[src/rtl/serial_add_sub_if.sv]
// Operand/result bundle for the bit-serial adder/subtractor.
// The front end drives operands through master; the arithmetic core answers through slave.
interface serial_add_sub_if #(
    parameter int WIDTH = 8
);
    logic             start;
    logic             sub;
    logic [WIDTH-1:0] a;
    logic [WIDTH-1:0] b;
    logic             busy;
    logic             done;
    logic [WIDTH-1:0] sum;
    logic             cout;
    logic             overflow;

    modport master (
        output start, sub, a, b,
        input  busy, done, sum, cout, overflow
    );

    modport slave (
        input  start, sub, a, b,
        output busy, done, sum, cout, overflow
    );
endinterface

[src/rtl/serial_add_sub.sv]
// Bit-serial adder/subtractor: one full adder plus a carry flop, one operand bit per clock,
// LSB first, with a start/busy/done handshake and registered sum/carry/overflow.
module full_adder (
    input  logic a_i,
    input  logic b_i,
    input  logic c_i,
    output logic s_o,
    output logic c_o
);
    assign s_o = a_i ^ b_i ^ c_i;
    assign c_o = (a_i & b_i) | (a_i & c_i) | (b_i & c_i);
endmodule

module serial_add_sub #(
    parameter int WIDTH = 8
) (
    input logic             clk,
    input logic             rst_n,
    serial_add_sub_if.slave bus
);
    localparam int CNT_W = $clog2(WIDTH);
    localparam logic [CNT_W-1:0] LAST_BIT = CNT_W'(WIDTH - 1);

    typedef enum logic [1:0] {
        IDLE,
        RUN,
        DONE
    } state_t;

    state_t           state_q, state_d;
    logic [WIDTH-1:0] a_q, a_d;
    logic [WIDTH-1:0] b_q, b_d;
    logic [WIDTH-1:0] r_q, r_d;
    logic             carry_q, carry_d;
    logic [CNT_W-1:0] cnt_q, cnt_d;
    logic [WIDTH-1:0] sum_q, sum_d;
    logic             cout_q, cout_d;
    logic             ovf_q, ovf_d;
    logic             busy;
    logic             done;
    logic             faSum;
    logic             faCarry;

    full_adder u_fa (
        .a_i (a_q[0]),
        .b_i (b_q[0]),
        .c_i (carry_q),
        .s_o (faSum),
        .c_o (faCarry)
    );

    // Subtraction is a + ~b + 1: the inversion happens at load, the +1 rides in on the carry.
    always_comb begin
        state_d = state_q;
        a_d     = a_q;
        b_d     = b_q;
        r_d     = r_q;
        carry_d = carry_q;
        cnt_d   = cnt_q;
        sum_d   = sum_q;
        cout_d  = cout_q;
        ovf_d   = ovf_q;
        busy    = 1'b0;
        done    = 1'b0;

        case (state_q)
            IDLE: begin
                if (bus.start) begin
                    a_d     = bus.a;
                    b_d     = bus.sub ? ~bus.b : bus.b;
                    carry_d = bus.sub;
                    cnt_d   = '0;
                    state_d = RUN;
                end
            end
            RUN: begin
                busy    = 1'b1;
                a_d     = a_q >> 1;
                b_d     = b_q >> 1;
                r_d     = {faSum, r_q[WIDTH-1:1]};
                carry_d = faCarry;
                cnt_d   = cnt_q + CNT_W'(1);
                // On the MSB step carry_q is the carry into the MSB, so overflow needs no extra flop.
                if (cnt_q == LAST_BIT) begin
                    sum_d   = {faSum, r_q[WIDTH-1:1]};
                    cout_d  = faCarry;
                    ovf_d   = carry_q ^ faCarry;
                    state_d = DONE;
                end
            end
            DONE: begin
                busy    = 1'b1;
                done    = 1'b1;
                state_d = IDLE;
            end
            default: begin
                state_d = IDLE;
            end
        endcase
    end

    always_ff @(posedge clk) begin
        if (!rst_n) begin
            state_q <= IDLE;
            a_q     <= '0;
            b_q     <= '0;
            r_q     <= '0;
            carry_q <= 1'b0;
            cnt_q   <= '0;
            sum_q   <= '0;
            cout_q  <= 1'b0;
            ovf_q   <= 1'b0;
        end else begin
            state_q <= state_d;
            a_q     <= a_d;
            b_q     <= b_d;
            r_q     <= r_d;
            carry_q <= carry_d;
            cnt_q   <= cnt_d;
            sum_q   <= sum_d;
            cout_q  <= cout_d;
            ovf_q   <= ovf_d;
        end
    end

    assign bus.busy     = busy;
    assign bus.done     = done;
    assign bus.sum      = sum_q;
    assign bus.cout     = cout_q;
    assign bus.overflow = ovf_q;
endmodule
[src/flat_wrapper.sv]
// flat-port wrapper written by rule: the top's interface ports become plain ports
module serial_add_sub_flat 
#(
    parameter int WIDTH = 8
)
  (clk, rst_n, bus_start, bus_sub, bus_a, bus_b, bus_busy, bus_done, bus_sum, bus_cout, bus_overflow);
  serial_add_sub_if #(.WIDTH(WIDTH)) bus_i ();
  input logic clk;
  input logic rst_n;
  input wire logic [$bits(bus_i.start)-1:0] bus_start;
  input wire logic [$bits(bus_i.sub)-1:0] bus_sub;
  input wire logic [$bits(bus_i.a)-1:0] bus_a;
  input wire logic [$bits(bus_i.b)-1:0] bus_b;
  output wire logic [$bits(bus_i.busy)-1:0] bus_busy;
  output wire logic [$bits(bus_i.done)-1:0] bus_done;
  output wire logic [$bits(bus_i.sum)-1:0] bus_sum;
  output wire logic [$bits(bus_i.cout)-1:0] bus_cout;
  output wire logic [$bits(bus_i.overflow)-1:0] bus_overflow;
  assign bus_i.start = bus_start;
  assign bus_i.sub = bus_sub;
  assign bus_i.a = bus_a;
  assign bus_i.b = bus_b;
  assign bus_busy = bus_i.busy;
  assign bus_done = bus_i.done;
  assign bus_sum = bus_i.sum;
  assign bus_cout = bus_i.cout;
  assign bus_overflow = bus_i.overflow;
  serial_add_sub #(.WIDTH(WIDTH)) u_core (.clk(clk), .rst_n(rst_n), .bus(bus_i));
endmodule
[config.mk]
export PLATFORM = sky130hd
export DESIGN_NAME = serial_add_sub_flat
export DESIGN_NICKNAME = d
export VERILOG_FILES = /design/src/rtl/serial_add_sub_if.sv /design/src/rtl/serial_add_sub.sv /design/src/flat_wrapper.sv
export SDC_FILE = /design/constraint.sdc
export NUM_CORES = 1
export LEC_CHECK = 0
export CAP_MARGIN = 20
export CORE_ASPECT_RATIO = 1.1
export CORE_MARGIN = 1.5
export CORE_UTILIZATION = 25
export CTS_BUF_LIST = sky130_fd_sc_hd__clkbuf_2
export CTS_CLUSTER_DIAMETER = 40
export CTS_CLUSTER_SIZE = 28
export DETAILED_ROUTE_END_ITERATION = 12
export HOLD_SLACK_MARGIN = 0.15
export PLACE_DENSITY_LB_ADDON = 0.1
export SYNTH_ARGS = -nofsm -noshare
export SYNTH_HDL_FRONTEND = slang
export SYNTH_SLANG_ARGS = --single-unit
export TNS_END_PERCENT = 20
[constraint.sdc]
create_clock -name clk -period 2.1 [get_ports clk]
set_input_delay 0.315 -clock clk [delete_from_list [all_inputs] [get_ports clk]]
set_output_delay 0.315 -clock clk [all_outputs]
set_load 0.05 [all_outputs]
After elaboration in Yosys (flattened, before gate mapping) --
Cells that the tools add are included.
Word-level totals: register bits after elaboration 40, word-level logic and storage cells 44
Cells by class: add/subtract/negate cells 1, equal/unequal tests 5, muxes and demuxes 14, bitwise operators 9, reductions and logical operators 6
Operator list (count):
- 8-bit case mux with 2 select lines | 2
- 8-bit two-way mux | 3
- 8-bit NOT | 1
- 3-bit case mux with 2 select lines | 1
- 2-bit AND reduction | 3
- 2-bit two-way mux | 2
- 2-bit case mux with 2 select lines | 1
- 3-bit by 1-bit adder with 3-bit output, second input constant | 1
- 1-bit bitwise AND | 3
- 3-bit equality test, second input constant | 1
- 1-bit two-way mux | 3
- 3-bit two-way mux | 1
- 1-bit XOR | 3
- 2-bit by 1-bit equality test with 1-bit output, second input constant | 1
- 2-bit equality test, second input constant | 1
- 2-bit zero test | 1
- 2-bit by 1-bit != test with 1-bit output, second input constant | 1
- 2-bit != test, second input constant | 1
- 1-bit OR | 2
- 1-bit case mux with 2 select lines | 1
- 2-bit nonzero test | 1
- 2-bit OR reduction | 1

Longest topological paths before layout --
Gate-level depths: netlist of run 1.
depth in word-level cells 4, mapped depth 7, gate-level depth less buffers 5

Modules after synthesis --
Synthesis of run 1 repeated with hierarchy kept, for this count alone.
Unflattened totals: cells, all modules 193, area total of the unflattened synthesis 1841.8 µm²
Modules (own cells, without submodules):
- serial_add_sub | instances 1, cells each 192, area an instance 1821.7 µm², seq. area each 780.7 µm²
- full_adder | instances 1, cells each 1, area an instance 20.0 µm², seq. area each 0.0 µm²

Worst setup path before layout of run 1 --
OpenSTA, ideal clock, no wires.
path kind flip-flop to flip-flop, from reg u_core.state_q[0], to reg u_core.a_q[0], data arrival time 1311 ps, setup slack 673 ps, stages on the path, launching flop included 6, buffers on the path 1, period minus slack after synthesis 1427 ps, cells stage by stage dfxtp_1 -> inv_1 -> ha_1 -> mux2_4 -> buf_6 -> o211a_1
Between the ends: cells in the longest elaborated chain, start to end 3, elaborated cells between the ends (all ways) 6
Ends and longest elaborated chain:
- start, declared | line serial_add_sub.sv:30 | state_t state_q, state_d;
- start signal, assigned | line serial_add_sub.sv:114 | state_q <= state_d;
- 2-bit by 1-bit equality test with 1-bit output or 2-bit zero test (tied branches) | line serial_add_sub.sv:66 | case (state_q)
- 2-bit nonzero test (no line) or 2-bit != test (tied branches)
- 2-bit AND reduction (no line)
- end signal, assigned | line serial_add_sub.sv:105 | a_q <= '0;
- end signal, assigned | line serial_add_sub.sv:115 | a_q <= a_d;
- end, declared | line serial_add_sub.sv:31 | logic [WIDTH-1:0] a_q, a_d;
Several ways; a longest one is shown, not always the timed one. A chain may end at the register's enable or synchronous reset.

Worst setup path in the final report of run 1 --
from reg u_core.sum_q[6], in the netlist u_core.bus.sum[6], to out bus_sum[6]
RTL lines:
- start, declared | line serial_add_sub.sv:36 | logic [WIDTH-1:0] sum_q, sum_d;
- start signal, assigned | line serial_add_sub.sv:120 | sum_q <= sum_d;
- end, declared | line flat_wrapper.sv:16 | output wire logic [$bits(bus_i.sum)-1:0] bus_sum;
No word-level cell between the ends.

==> impl_metrics.py, run 1 <==
metrics = {
    "run_status": {
        "status": "complete, but fails checks",
        "failed_checks": "DRC",
    },
    "layout": {
        "diodes": 0,
        "finalNetCount": 247,
        "layout_common_cells": "dfxtp_1, nand2_1, clkdlybuf4s50_1",
        "drive_gt1_share_pct": 6.76,
        "num-fill-cells": 767,
        "final_util_pct": 31.7,
        "final_common_cell": "dfxtp_1",
        "area_delta_synth_final_pct": 21.0,
    },
    "setup_path": {
        "worstRegToRegCells": 5,
        "r2r-start": "u_core.state_q[0]",
        "setup.worst_path.end_class": "primary output",
        "reg2reg_setup_slack_ns": 0.49,
        "cp_max_fo": 2,
        "max_stage_delay_ns": 0.80,
        "worstSetupPathType": "reg -> out",
        "r2r-end": "u_core.cnt_q[1]",
        "crit_family": "buffers and inverters",
        "start_kind": "register",
        "required_ns": 1.78,
        "slowest_stage": "clkdlybuf4s50_1",
        "worst-path-stages": 1,
        "cp.arrival_ns": 1.58,
        "worstPathCellList": "clkdlybuf4s50_1",
        "critPathBufInv": 1,
    },
    "hold_path": {
        "hold_class": "reg -> reg",
        "min_to": "u_core.b_q[6]",
        "hold_depth": 2,
        "min_from": "u_core.b_q[6]",
    },
    "clocking": {
        "cts_setup_buffers": 0,
        "clkSinkCount": 39,
        "cts_buffer_depth": 2,
        "cts_buffers": 5,
        "h-tree-depth": 2,
        "hold_buffers": 0,
        "cts-resized-gates": 1,
        "clock_latency_ns": 0.40,
        "root_buffer": "clkbuf_2",
        "clkTransAtPathRegs_ns": 0.22,
        "cts_tree": "yes",
    },
    "detailed_routing": {
        "wl_per_cell_um": 11.9,
        "dr.pass1.iters": 8,
        "initialDrtViolationCount": 55,
        "drc": 1,
        "postRouteAntennaNets": 0,
        "wl_um": 3650,
        "vias_per_cell": 4.41,
        "dr_total_vias": 1353,
    },
    "yosys": {
        "avgSynthCellArea_um2": 9.59,
        "syn_inst": 195,
        "synth_top_cell_by_area": "dfxtp_1",
        "synth_cell_type_count": 31,
        "syn_area_mm2": 0.00187,
        "synth_edf_count": 0,
        "netlist.area_leader.share_pct": 41.8,
        "synth-main-ff-cell": "dfxtp_1",
        "async_flop_share_pct": 0,
        "yosysWarnings": 0,
        "seq_area_frac_synth_pct": 41.8,
        "syn_nets": 221,
        "yosys-top-cells-area": "dfxtp_1, mux2i_1, nand2_1, o211a_1, xor2_1",
        "synth_seq_cells": 39,
    },
    "placed_design": {
        "io_buffers": 31,
        "place_ws_ns": 0.376,
        "dp_hpwl_um": 2360,
        "routabilityCongestion": 0.611,
    },
    "sta": {
        "finalSetupViolations": 0,
        "worst_slew_pin_slew_ns": 0.503,
        "fin_crit_ns": 1.89,
        "setup_ws_ns": 0.205,
        "max_freq_ghz": 0.528,
        "max_slew_margin_pct": 66.4,
        "finalCritPeriodShare_pct": 90.2,
        "finClkSkew_ns": 0.00949,
        "hold_slack_ns": 0.469,
        "slew_viol_final": 0,
        "hold_violations": 0,
        "setup_tns_ns": 0,
        "rsz0062_at_grt": "no",
    },
    "floorplanning": {
        "die-area_mm2": 0.00801,
        "die_w_um": 85.4,
        "ios": 32,
        "die_y_um": 93.7,
        "initial_utilization_pct": 26.2,
        "coreArea_mm2": 0.00713,
        "rows": 32,
    },
    "power": {
        "cellPowerDensity_mw_per_mm2": 633,
        "vdd_ir_drop_max_mv": 0.181,
        "p_leak_uw": 0.000882,
    },
    "global_routing": {
        "grt_max_degree": 48,
        "antenna_found_initial": 0,
        "grt_usage_pct": 10.6,
        "grt_pass1_vias": 1503,
        "gr-total-overflow": 0,
        "grt_pass1_wl_um": 6710,
    },
    "job": {
        "maxCapViolCount": 0,
    },
}
[power by group]
group          switching, uW  leakage (uW)  internal (uW)
logic                    135      0.000539            133
registers               26.0      0.000318            786
clock network            272     0.0000250           78.8
[stage by stage]
step                      cell area (um^2)  cells  power [uW]
after global placement                2220    299        1100
after CTS                             2260    307        1470
after detailed placement              2220    299        1100
final                                 2260    307        1430
after floorplan                       1870    195        1030
after global routing                  2260    307        1540
[registers in the layout, indices dropped and copies added, names as in the netlist]
name,cells
u_core.carry_q,1
u_core.b_q,8
u_core.a_q,8
u_core.cnt_q,3
u_core.r_q,7
u_core.bus.sum,8
u_core.bus.cout,1
u_core.bus.overflow,1
u_core.state_q,2
[cells by family (layout without fill, tap and decap cells)]
logic type               Yosys count  in the layout  share of synthesized area [%]
buffers and inverters             19             46                           6.36
multiplexers                      18             18                           9.91
adder cells (fa/ha/maj)            6              6                           4.42
XOR/XNOR                          10             10                           4.69
AND/OR/NAND/NOR                   61             61                           15.7
AO/OA/AOI/OAI                     42             42                           17.1
flip-flops                        39             39                           41.8
[layout make-up]
cell class,instances,area [um^2],share of cell area (%)
Clock inverter,3,20.0,0.885
Multi-Input combinational cell,137,972,43.0
Timing Repair Buffer,34,342,15.1
Sequential cell,39,781,34.5
Inverter,4,15.0,0.664
Clock buffer,5,25.0,1.11
Tap cell,85,106,4.70
[metal layers]
metal,vias to the layer above,GRT usage [%],share of wire [%],routed length (um)
li1,717,-,-,-
met1,606,13.0,50,1820
met2,25,17.3,45,1630
met3,5,3.16,3.8,139
met4,0,4.03,1.7,61
met5,-,0,0,0
[worst max-delay path by stage]
stage / from / end / slack (ns)
6_report: u_core.bus.sum[6] / bus_sum[6] / 0.21
5_1_grt: u_core.bus.sum[7] / bus_sum[7] / 0.06
4_1_cts: u_core.bus.sum[6] / bus_sum[6] / 0.15
3_5_place_dp: bus_sub / u_core.b_q[0] / 0.38
3_3_place_gp: bus_sub / u_core.b_q[0] / 0.38
2_1_floorplan: u_core.state_q[0] / u_core.a_q[0] / 0.67
[synth_stat cells, types with 2 or more instances]
| master | instances |
|---|---|
| dfxtp_1 | 39 |
| nand2_1 | 36 |
| mux2i_1 | 17 |
| nor2b_1 | 10 |
| o211a_1 | 10 |
| a21boi_0 | 9 |
| o21ai_0 | 9 |
| nand2b_1 | 8 |
| xor2_1 | 8 |
| o2111ai_1 | 7 |
| ha_1 | 5 |
| buf_2 | 4 |
| buf_6 | 4 |
| inv_1 | 4 |
| a21oi_1 | 3 |
| buf_4 | 3 |
| clkbuf_1 | 3 |
| and2_1 | 2 |
| xnor2_1 | 2 |
(Power assumes the default switching activity.)
==> run 2: changes to the inputs <==
--- a/config.mk
+++ b/config.mk
@@ -6,15 +6,15 @@
 export NUM_CORES = 1
 export LEC_CHECK = 0
 export CAP_MARGIN = 20
-export CORE_ASPECT_RATIO = 1.1
+export CORE_ASPECT_RATIO = 0.8
 export CORE_MARGIN = 1.5
-export CORE_UTILIZATION = 25
+export CORE_UTILIZATION = 54
 export CTS_BUF_LIST = sky130_fd_sc_hd__clkbuf_2
 export CTS_CLUSTER_DIAMETER = 40
 export CTS_CLUSTER_SIZE = 28
 export DETAILED_ROUTE_END_ITERATION = 12
 export HOLD_SLACK_MARGIN = 0.15
-export PLACE_DENSITY_LB_ADDON = 0.1
+export PLACE_DENSITY = 0.81
 export SYNTH_ARGS = -nofsm -noshare
 export SYNTH_HDL_FRONTEND = slang
 export SYNTH_SLANG_ARGS = --single-unit
==> run 2 against run 1 <==
  * The flow now finishes without violations
  * Critical path depth unchanged
  * Via count rose by 3.5%
  * Maximum frequency is 1.8% lower
  * Global-route usage increased by 10 points
  * Worst hold slack barely moved
  * Clock skew grew 0.0036 ns
  * Clock power grew 24%
  * Wire length fell by 8.4%
  * Count of clock-buffer cells in the layout unchanged
  * Sequential cell count stayed put
  * Total power is 5.7% higher
==> impl_metrics.py, run 2 (synthesized netlist as in run 1, its figures left out) <==
metrics = {
    "run_status": {
        "status": "finished clean",
    },
    "clocking": {
        "h-tree-depth": 2,
        "hold_buffers": 0,
        "cts_setup_buffers": 0,
        "cts_tree": "yes",
        "cts-resized-gates": 1,
        "clkSinkCount": 39,
        "clkTransAtPathRegs_ns": 0.19,
        "clock_latency_ns": 0.39,
        "cts_buffer_depth": 2,
        "root_buffer": "clkbuf_2",
        "cts_buffers": 5,
    },
    "sta": {
        "hold_violations": 0,
        "setup_ws_ns": 0.171,
        "rsz0062_at_grt": "no",
        "max_slew_margin_pct": 64.9,
        "max_freq_ghz": 0.518,
        "finalCritPeriodShare_pct": 91.9,
        "setup_tns_ns": 0,
        "fin_crit_ns": 1.93,
        "slew_viol_final": 0,
        "finalSetupViolations": 0,
        "worst_slew_pin_slew_ns": 0.524,
        "finClkSkew_ns": 0.0131,
    },
    "power": {
        "switching_share_pct": 26.4,
        "p_clk_share_pct": 28.8,
        "p_leak_uw": 0.000893,
        "switching_power_uw": 400,
        "intPower_uw": 1110,
        "vdd_ir_drop_max_mv": 0.359,
        "seq_power_share_pct": 53.7,
        "cellPowerDensity_mw_per_mm2": 684,
        "p_comb_share_pct": 17.5,
    },
    "hold_path": {
        "hold_class": "reg -> reg",
    },
    "placed_design": {
        "placedInstanceArea_mm2": 0.00215,
        "dp_hpwl_um": 2370,
        "routabilityCongestion": 0.744,
        "place_ws_ns": 0.421,
        "dp.cells": 254,
        "io_buffers": 31,
    },
    "floorplanning": {
        "rows": 18,
        "coreArea_mm2": 0.00320,
        "die_w_um": 68.8,
        "die_y_um": 55.6,
        "ios": 32,
        "initial_utilization_pct": 58.5,
        "die-area_mm2": 0.00383,
    },
    "detailed_routing": {
        "wl_per_cell_um": 12.8,
        "vias_per_cell": 5.35,
        "initialDrtViolationCount": 62,
        "dr_total_vias": 1401,
        "wl_um": 3350,
        "dr.pass1.iters": 4,
        "drc": 0,
        "postRouteAntennaNets": 0,
    },
    "setup_path": {
        "required_ns": 1.78,
        "r2r-end": "u_core.cnt_q[1]",
        "worstRegToRegCells": 5,
        "worstSetupPathType": "reg -> out",
        "r2r-start": "u_core.state_q[0]",
        "cp_max_fo": 2,
        "start_kind": "register",
        "crit_family": "buffers and inverters",
        "reg2reg_setup_slack_ns": 0.52,
        "cp.arrival_ns": 1.61,
        "worstPathCellList": "clkdlybuf4s50_1",
        "slowest_stage": "clkdlybuf4s50_1",
        "max_stage_delay_ns": 0.83,
        "worst-path-stages": 1,
        "setup.worst_path.start": "u_core.bus.sum[6]",
        "worstSetupEndpoint": "bus_sum[6]",
        "setup.worst_path.end_class": "primary output",
        "critPathBufInv": 1,
    },
    "layout": {
        "final_cells": 262,
        "stdcell_area_mm2": 0.00221,
        "diodes": 0,
        "final_common_cell": "dfxtp_1",
        "layout_common_cells": "dfxtp_1, nand2_1, clkdlybuf4s50_1",
        "finalNetCount": 247,
        "drive_gt1_share_pct": 6.31,
        "area_delta_synth_final_pct": 18.3,
    },
    "global_routing": {
        "gr-total-overflow": 0,
        "grt_max_degree": 48,
        "antenna_found_initial": 0,
        "grt_pass1_wl_um": 5920,
        "grt_pass1_vias": 1369,
        "grt_usage_pct": 20.5,
    },
    "job": {
        "maxCapViolCount": 0,
    },
}
-- run 2: changes by cell type in the layout (fill, tap and decap cells not counted) --
cell	before	now
bufinv_16	0	1
clkinvlp_4	2	0
buf_4	3	4
buf_12	1	0
clkinv_1	0	1
-- run 2: how the worst min path moves through the flow --
stage / startpoint / to / slack, ns / cells after the start
2_1_floorplan: u_core.b_q[1] / u_core.b_q[1] / 0.43 / 2
3_3_place_gp: u_core.b_q[3] / u_core.b_q[3] / 0.44 / 2
3_5_place_dp: u_core.b_q[7] / u_core.b_q[7] / 0.45 / 2
4_1_cts: u_core.b_q[7] / u_core.b_q[7] / 0.47 / 2
5_1_grt: u_core.b_q[7] / u_core.b_q[7] / 0.49 / 2
6_report: u_core.b_q[7] / u_core.b_q[7] / 0.47 / 2
-- run 2: power groups by stage --
| stage | Sequential [uW] | Combinational, uW | Clock [uW] |
|---|---|---|---|
| after global placement | 824 | 256 | 0 |
| final | 812 | 264 | 436 |
| after floorplan | 820 | 214 | 0 |
| after global routing | 819 | 294 | 485 |
| after detailed placement | 828 | 264 | 0 |
| after CTS | 812 | 266 | 452 |
-- run 2: layout make-up --
| cell class | count | area (um^2) |
|---|---|---|
| inverter | 4 | 15.0 |
| tap | 40 | 50.0 |
| fill | 257 | 987 |
| multi-input combinational | 137 | 972 |
| clock inverter | 3 | 38.8 |
| clock buffer | 5 | 25.0 |
| timing repair buffer | 34 | 329 |
| sequential | 39 | 781 |
-- run 2: stage by stage --
stage	power, uW	util [%]	hold WS [ns]
after floorplan	1030	-	0.431
after global placement	1080	67.2	0.440
after detailed placement	1090	67.2	0.449
after CTS	1530	69.1	0.473
after global routing	1600	69.1	0.493
final	1510	69.1	0.469
-- run 2: layer usage --
metal,routed length (um),global-route usage (%)
met1,1540,24.6
met2,1640,34.1
met3,106,5.47
met4,57,8.40
met5,0,0
